===== src/rtl/if_fetch_unit.sv =====
// if_fetch_unit -- instruction-fetch stage.
//
// Owns the PC and the instruction-memory request handshake and produces the
// instruction / next-PC pair plus write and flush controls for the IF/ID
// pipeline register.
//
// Ports:
//   clk_i, rst_i            clock (rising edge), synchronous active-high reset
//   stall_i                 hazard stall: hold the fetched word, PC does not advance
//   branch_i/branchTarget_i taken branch resolved in ID (wins over jump)
//   jump_i/jumpTarget_i     jump resolved in ID
//   imemReq_o/imemAddr_o    memory request valid / fetch address (= PC)
//   imemAck_i/imemData_i    memory response (may arrive in the request cycle)
//   inst_o/nextPC_o         instruction and its address + 4 towards IF/ID
//   IFID_o                  IF/ID write enable
//   IFFlush_o               IF/ID flush (asserted in the redirect cycle)
//   memStall_o              waiting on memory with no valid instruction
//
// Optional: define IFETCH_PERF_EN to add saturating counters fetchCnt_o
// (instructions delivered) and stallCnt_o (memory-wait or hold cycles).
module if_fetch_unit #(
  parameter int unsigned        ADDR_W   = 32,
  parameter logic [ADDR_W-1:0]  RESET_PC = 32'h0000_0000,
  parameter logic [31:0]        NOP_INST = 32'h0000_0000
) (
  input  logic              clk_i,
  input  logic              rst_i,
  input  logic              stall_i,
  input  logic              branch_i,
  input  logic [ADDR_W-1:0] branchTarget_i,
  input  logic              jump_i,
  input  logic [ADDR_W-1:0] jumpTarget_i,
  output logic              imemReq_o,
  output logic [ADDR_W-1:0] imemAddr_o,
  input  logic              imemAck_i,
  input  logic [31:0]       imemData_i,
  output logic [31:0]       inst_o,
  output logic [ADDR_W-1:0] nextPC_o,
  output logic              IFID_o,
  output logic              IFFlush_o,
  output logic              memStall_o
`ifdef IFETCH_PERF_EN
  ,
  output logic [31:0]       fetchCnt_o,
  output logic [31:0]       stallCnt_o
`endif
);

  typedef enum logic [1:0] {S_BOOT, S_REQ, S_HOLD} state_t;

  state_t            state;
  logic [ADDR_W-1:0] pc;
  logic              redir_pend;  // one idle cycle after abandoning an unacked request
  logic [31:0]       hold_buf;

  logic              redirect;
  logic              req_live;
  logic [ADDR_W-1:0] target;
  logic [ADDR_W-1:0] pc_inc;

  always_comb begin
    pc_inc      = pc + ADDR_W'(4);
    target      = branch_i ? branchTarget_i : jumpTarget_i;
    target[1:0] = 2'b00;
    redirect    = !rst_i && (state != S_BOOT) && (branch_i || jump_i);
    req_live    = (state == S_REQ) && !redir_pend;
  end

  // Outputs are decoded from registered state; the ack path is a
  // combinational pass-through so zero-wait memory sustains 1 inst/cycle.
  always_comb begin
    imemAddr_o = pc;
    imemReq_o  = 1'b0;
    inst_o     = NOP_INST;
    nextPC_o   = pc_inc;
    IFID_o     = 1'b0;
    IFFlush_o  = 1'b0;
    memStall_o = 1'b0;
    if (rst_i) begin
      nextPC_o = RESET_PC + ADDR_W'(4);
    end else begin
      IFFlush_o = redirect;
      case (state)
        S_REQ: begin
          if (!redir_pend) begin
            imemReq_o  = 1'b1;
            memStall_o = !imemAck_i;
            if (imemAck_i) inst_o = imemData_i;
            IFID_o     = imemAck_i && !stall_i && !redirect;
          end
        end
        S_HOLD: begin
          inst_o = hold_buf;
          IFID_o = !stall_i && !redirect;
        end
        default: ;
      endcase
    end
  end

  always_ff @(posedge clk_i) begin
    if (rst_i) begin
      pc         <= RESET_PC;
      state      <= S_BOOT;
      redir_pend <= 1'b0;
      hold_buf   <= NOP_INST;
    end else if (redirect) begin
      pc         <= target;
      state      <= S_REQ;
      // An unacked request is dropped for one cycle so a late response to the
      // old address cannot be mistaken for the new one.
      redir_pend <= req_live && !imemAck_i;
      hold_buf   <= NOP_INST;
    end else begin
      case (state)
        S_BOOT: state <= S_REQ;
        S_REQ: begin
          if (redir_pend) begin
            redir_pend <= 1'b0;
          end else if (imemAck_i) begin
            if (stall_i) begin
              hold_buf <= imemData_i;
              state    <= S_HOLD;
            end else begin
              pc <= pc_inc;
            end
          end
        end
        S_HOLD: begin
          if (!stall_i) begin
            pc    <= pc_inc;
            state <= S_REQ;
          end
        end
        default: state <= S_BOOT;
      endcase
    end
  end

`ifdef IFETCH_PERF_EN
  always_ff @(posedge clk_i) begin
    if (rst_i) begin
      fetchCnt_o <= '0;
      stallCnt_o <= '0;
    end else begin
      if (IFID_o && (fetchCnt_o != '1))
        fetchCnt_o <= fetchCnt_o + 32'd1;
      if ((memStall_o || (state == S_HOLD)) && (stallCnt_o != '1))
        stallCnt_o <= stallCnt_o + 32'd1;
    end
  end
`endif

endmodule


===== config.mk =====
export PLATFORM = sky130hd
export DESIGN_NAME = if_fetch_unit
export DESIGN_NICKNAME = d
export VERILOG_FILES = /design/src/rtl/if_fetch_unit.sv
export SDC_FILE = /design/constraint.sdc
export NUM_CORES = 1
export LEC_CHECK = 0
export CORE_UTILIZATION = 25
export DETAILED_ROUTE_END_ITERATION = 6
export GPL_ROUTABILITY_DRIVEN = 0
export PLACE_DENSITY_LB_ADDON = 0.08
export SYNTH_ARGS = -nofsm -noshare
export SYNTH_HDL_FRONTEND = slang
export SYNTH_SLANG_ARGS = --single-unit

===== constraint.sdc =====
create_clock -name clk_i -period 1.81 [get_ports clk_i]
set_input_delay 0.362 -clock clk_i [delete_from_list [all_inputs] [get_ports clk_i]]
set_output_delay 0.362 -clock clk_i [all_outputs]
set_load 0.02 [all_outputs]

==> results.json <==
{
  "outcome": "finished with violations",
  "failing_checks": "setup timing",
  "worst_setup_hold_path_clk_slew_ps": 50,
  "cts.path.max_buffers": 2,
  "clk-insertion-delay-late_ps": 340,
  "fill_cells": 1508,
  "worst-slew-pin-transition_ps": 573,
  "drt_iter0_markers": 212,
  "n_antenna_cell": 0,
  "finalCriticalPeriod_ps": 2360,
  "sum_of_negative_setup_slack_ps": -24210,
  "num_rows": 47,
  "slowest_delay_ps": 360,
  "area_share_of_the_largest_cell_type_after_synthesis": 0.301,
  "synthDominantAreaCellType": "dfxtp_1",
  "worstSetupEndpointType": "output port",
  "crit_fanout": 3,
  "synth_area_leaders": "dfxtp_1 (30%), xor2_1 (7.9%), a211oi_1 (7.1%), nand2_1 (7.1%), nor2_1 (6.3%)",
  "dpl-instance-area_mm2": 0.00737,
  "synth.distinct_cells": 47,
  "hold-worst-slack_ps": 440,
  "tritoncts": "yes",
  "min_path_type": "in -> reg",
  "crit_buf_inv": 2,
  "slew_headroom": 0.618,
  "layout.cells.most_common": "buf_4",
  "dp_slack_ps": -688,
  "finish.cell_count_without_fillers": 1117,
  "report.power.total_mw": 7.88,
  "finish.net_count": 999,
  "detailroute.via_count": 5401,
  "viasPerCell": 4.84,
  "final_cell_area_mm2": 0.00926,
  "htreeDepth": 3,
  "setup_ws_ps": -548,
  "cp_data_required_time_ps": 1450,
  "drv_cap": 0,
  "start_util": 0.259,
  "boundaryPins": 202,
  "drt_pre_antenna_iters": 4,
  "area_growth_pct": 114,
  "synth_flop_cell": "dfxtp_1",
  "postSynthCellCount": 580,
  "count_of_antenna_violating_nets_left_after_detailed_routing": 0,
  "final-hold-violation-count": 0,
  "power-per-cell-area_mw_per_mm2": 851,
  "finalMaxSlewViolations": 0,
  "critical_path.startpoint_type": "flip-flop",
  "final_layout_size_suffix_gt1_frac": 0.497,
  "ys_ff_latch": 65,
  "globalRouteTotalUtil": 0.207,
  "avgSynthCellArea_um2": 7.44,
  "globalRoute.totalOverflow": 0,
  "synthesis.area_mm2": 0.00432,
  "fp.dieH_um": 133,
  "ys_seq_area_frac": 0.301,
  "clkSinkCount": 65,
  "core_area_mm2": 0.0167,
  "cell_by_cell_listing_of_the_critical_path": "nand4_1, buf_6, nor3_4, nand4_1, or3_4, a21oi_4, buf_6",
  "number_of_antenna_violations_at_the_first_check_in_global_routing": 0,
  "dp_hpwl_mm": 11.9,
  "die-area_mm2": 0.0178,
  "place.detailed.instances": 1031,
  "wl_per_cell_um": 17.1,
  "vdd_ir_drop_max_uv": 503,
  "synth-warning-count": 0,
  "utilization": 0.554,
  "first_pass_grt_wire_length_mm": 28.7,
  "cell_class_contributing_the_biggest_share_of_worst_path_delay": "simple AND/OR/NAND/NOR gates",
  "die_width_um": 133,
  "p_leak_nw": 3.75,
  "layout.cells.most_common_list": "buf_4 (109), clkdlybuf4s50_1 (97), buf_6 (82)",
  "drcViolationCount": 0,
  "setup_viol": 91,
  "fmaxAchievable_mhz": 424,
  "cts_made_buffers": 9,
  "detail_route.wirelength_mm": 19.1,
  "cts-root-buf": "clkbuf_16",
  "port-buffer-count": 193,
  "cpMaxStageDelayCell": "dfxtp_4",
  "grt_start_max_net_pins": 52,
  "synth_enable_flop_cells": 0,
  "first_global_vias": 5348,
  "cp_data_arrival_time_ps": 2000,
  "async_flop_share": 0,
  "path_class": "reg -> out",
  "clock_skew_ps": 6.96,
  "layout_worst_path_cycle_share": 1.30,
  "rsz0062_at_grt": "true"
}
## final cells by class
class                      instances  area (um^2)  area share
multi-input combinational        457         3690       0.399
sequential                        65         1360       0.146
clock inverter                     5         28.8     0.00311
tap                              220          275      0.0297
inverter                           6         30.0     0.00324
clock buffer                      11          253      0.0273
timing repair buffer             353         3630       0.392
## synthesized netlist by cell type, types with 13 or more instances
library cell	number
nand3_1	20
a211oi_1	41
nand2_1	82
nand4_1	13
xnor2_1	14
clkbuf_1	41
nor2_1	73
a21oi_1	36
dfxtp_1	65
a22oi_1	32
xor2_1	39
nor2b_1	22
## tightest hold or removal path: stages
cell	delay (ps)
buf_2	140
buf_4	160
o21ai_1	60
## cells by family (layout without fill, tap and decap cells)
family | count (synthesis) | count (layout) | synth area share
AO/OA/AOI/OAI | 126 | 126 | 0.195
XOR/XNOR | 53 | 53 | 0.108
adder cells (fa/ha/maj) | 5 | 5 | 0.0145
buffers and inverters | 61 | 375 | 0.0600
flip-flops | 65 | 65 | 0.301
multiplexers | 10 | 10 | 0.0232
other | 1 | 4 | 0.000868
AND/OR/NAND/NOR | 259 | 259 | 0.297
## per-layer routing
layer	track usage	routed length [um]	up-vias	part of all wire
met1	0.268	8380	2541	0.44
li1	-	-	2655	-
met3	0.0365	1040	29	0.054
met4	0.0751	465	0	0.024
met2	0.342	9220	176	0.48
met5	0	0	-	0
## repair_timing
| action | CTS | global route |
|---|---|---|
| resized for setup | 465 | 125 |
| setup buffers | 44 | 25 |
| pin swaps | 57 | 74 |
| setup endpoints to repair | 147 | 119 |
| cloned | 9 | 3 |
| hold buffers | 0 | 0 |
## worst paths after layout
kind	from	end	slack [ps]	cells after the start
max	imemAddr_o[2]	nextPC_o[29]	-550	7
min	rst_i	state[0]	440	3
max reg2reg	imemAddr_o[2]	imemAddr_o[16]	-450	10
min reg2reg	hold_buf[29]	hold_buf[29]	470	2
## registers in the layout, summed over array words and instances (netlist names)
| name | flops |
|---|---|
| hold_buf | 32 |
| imemAddr_o | 30 |
| redir_pend | 1 |
| state | 2 |
## where the power goes
group / internal, mW / switching, mW / total (mW)
Sequential: 1.69 / 0.212 / 1.90
Combinational: 2.17 / 2.15 / 4.32
Clock: 0.994 / 0.663 / 1.66
Total: 4.85 / 3.03 / 7.88
Power figures use the tool's default switching activity.
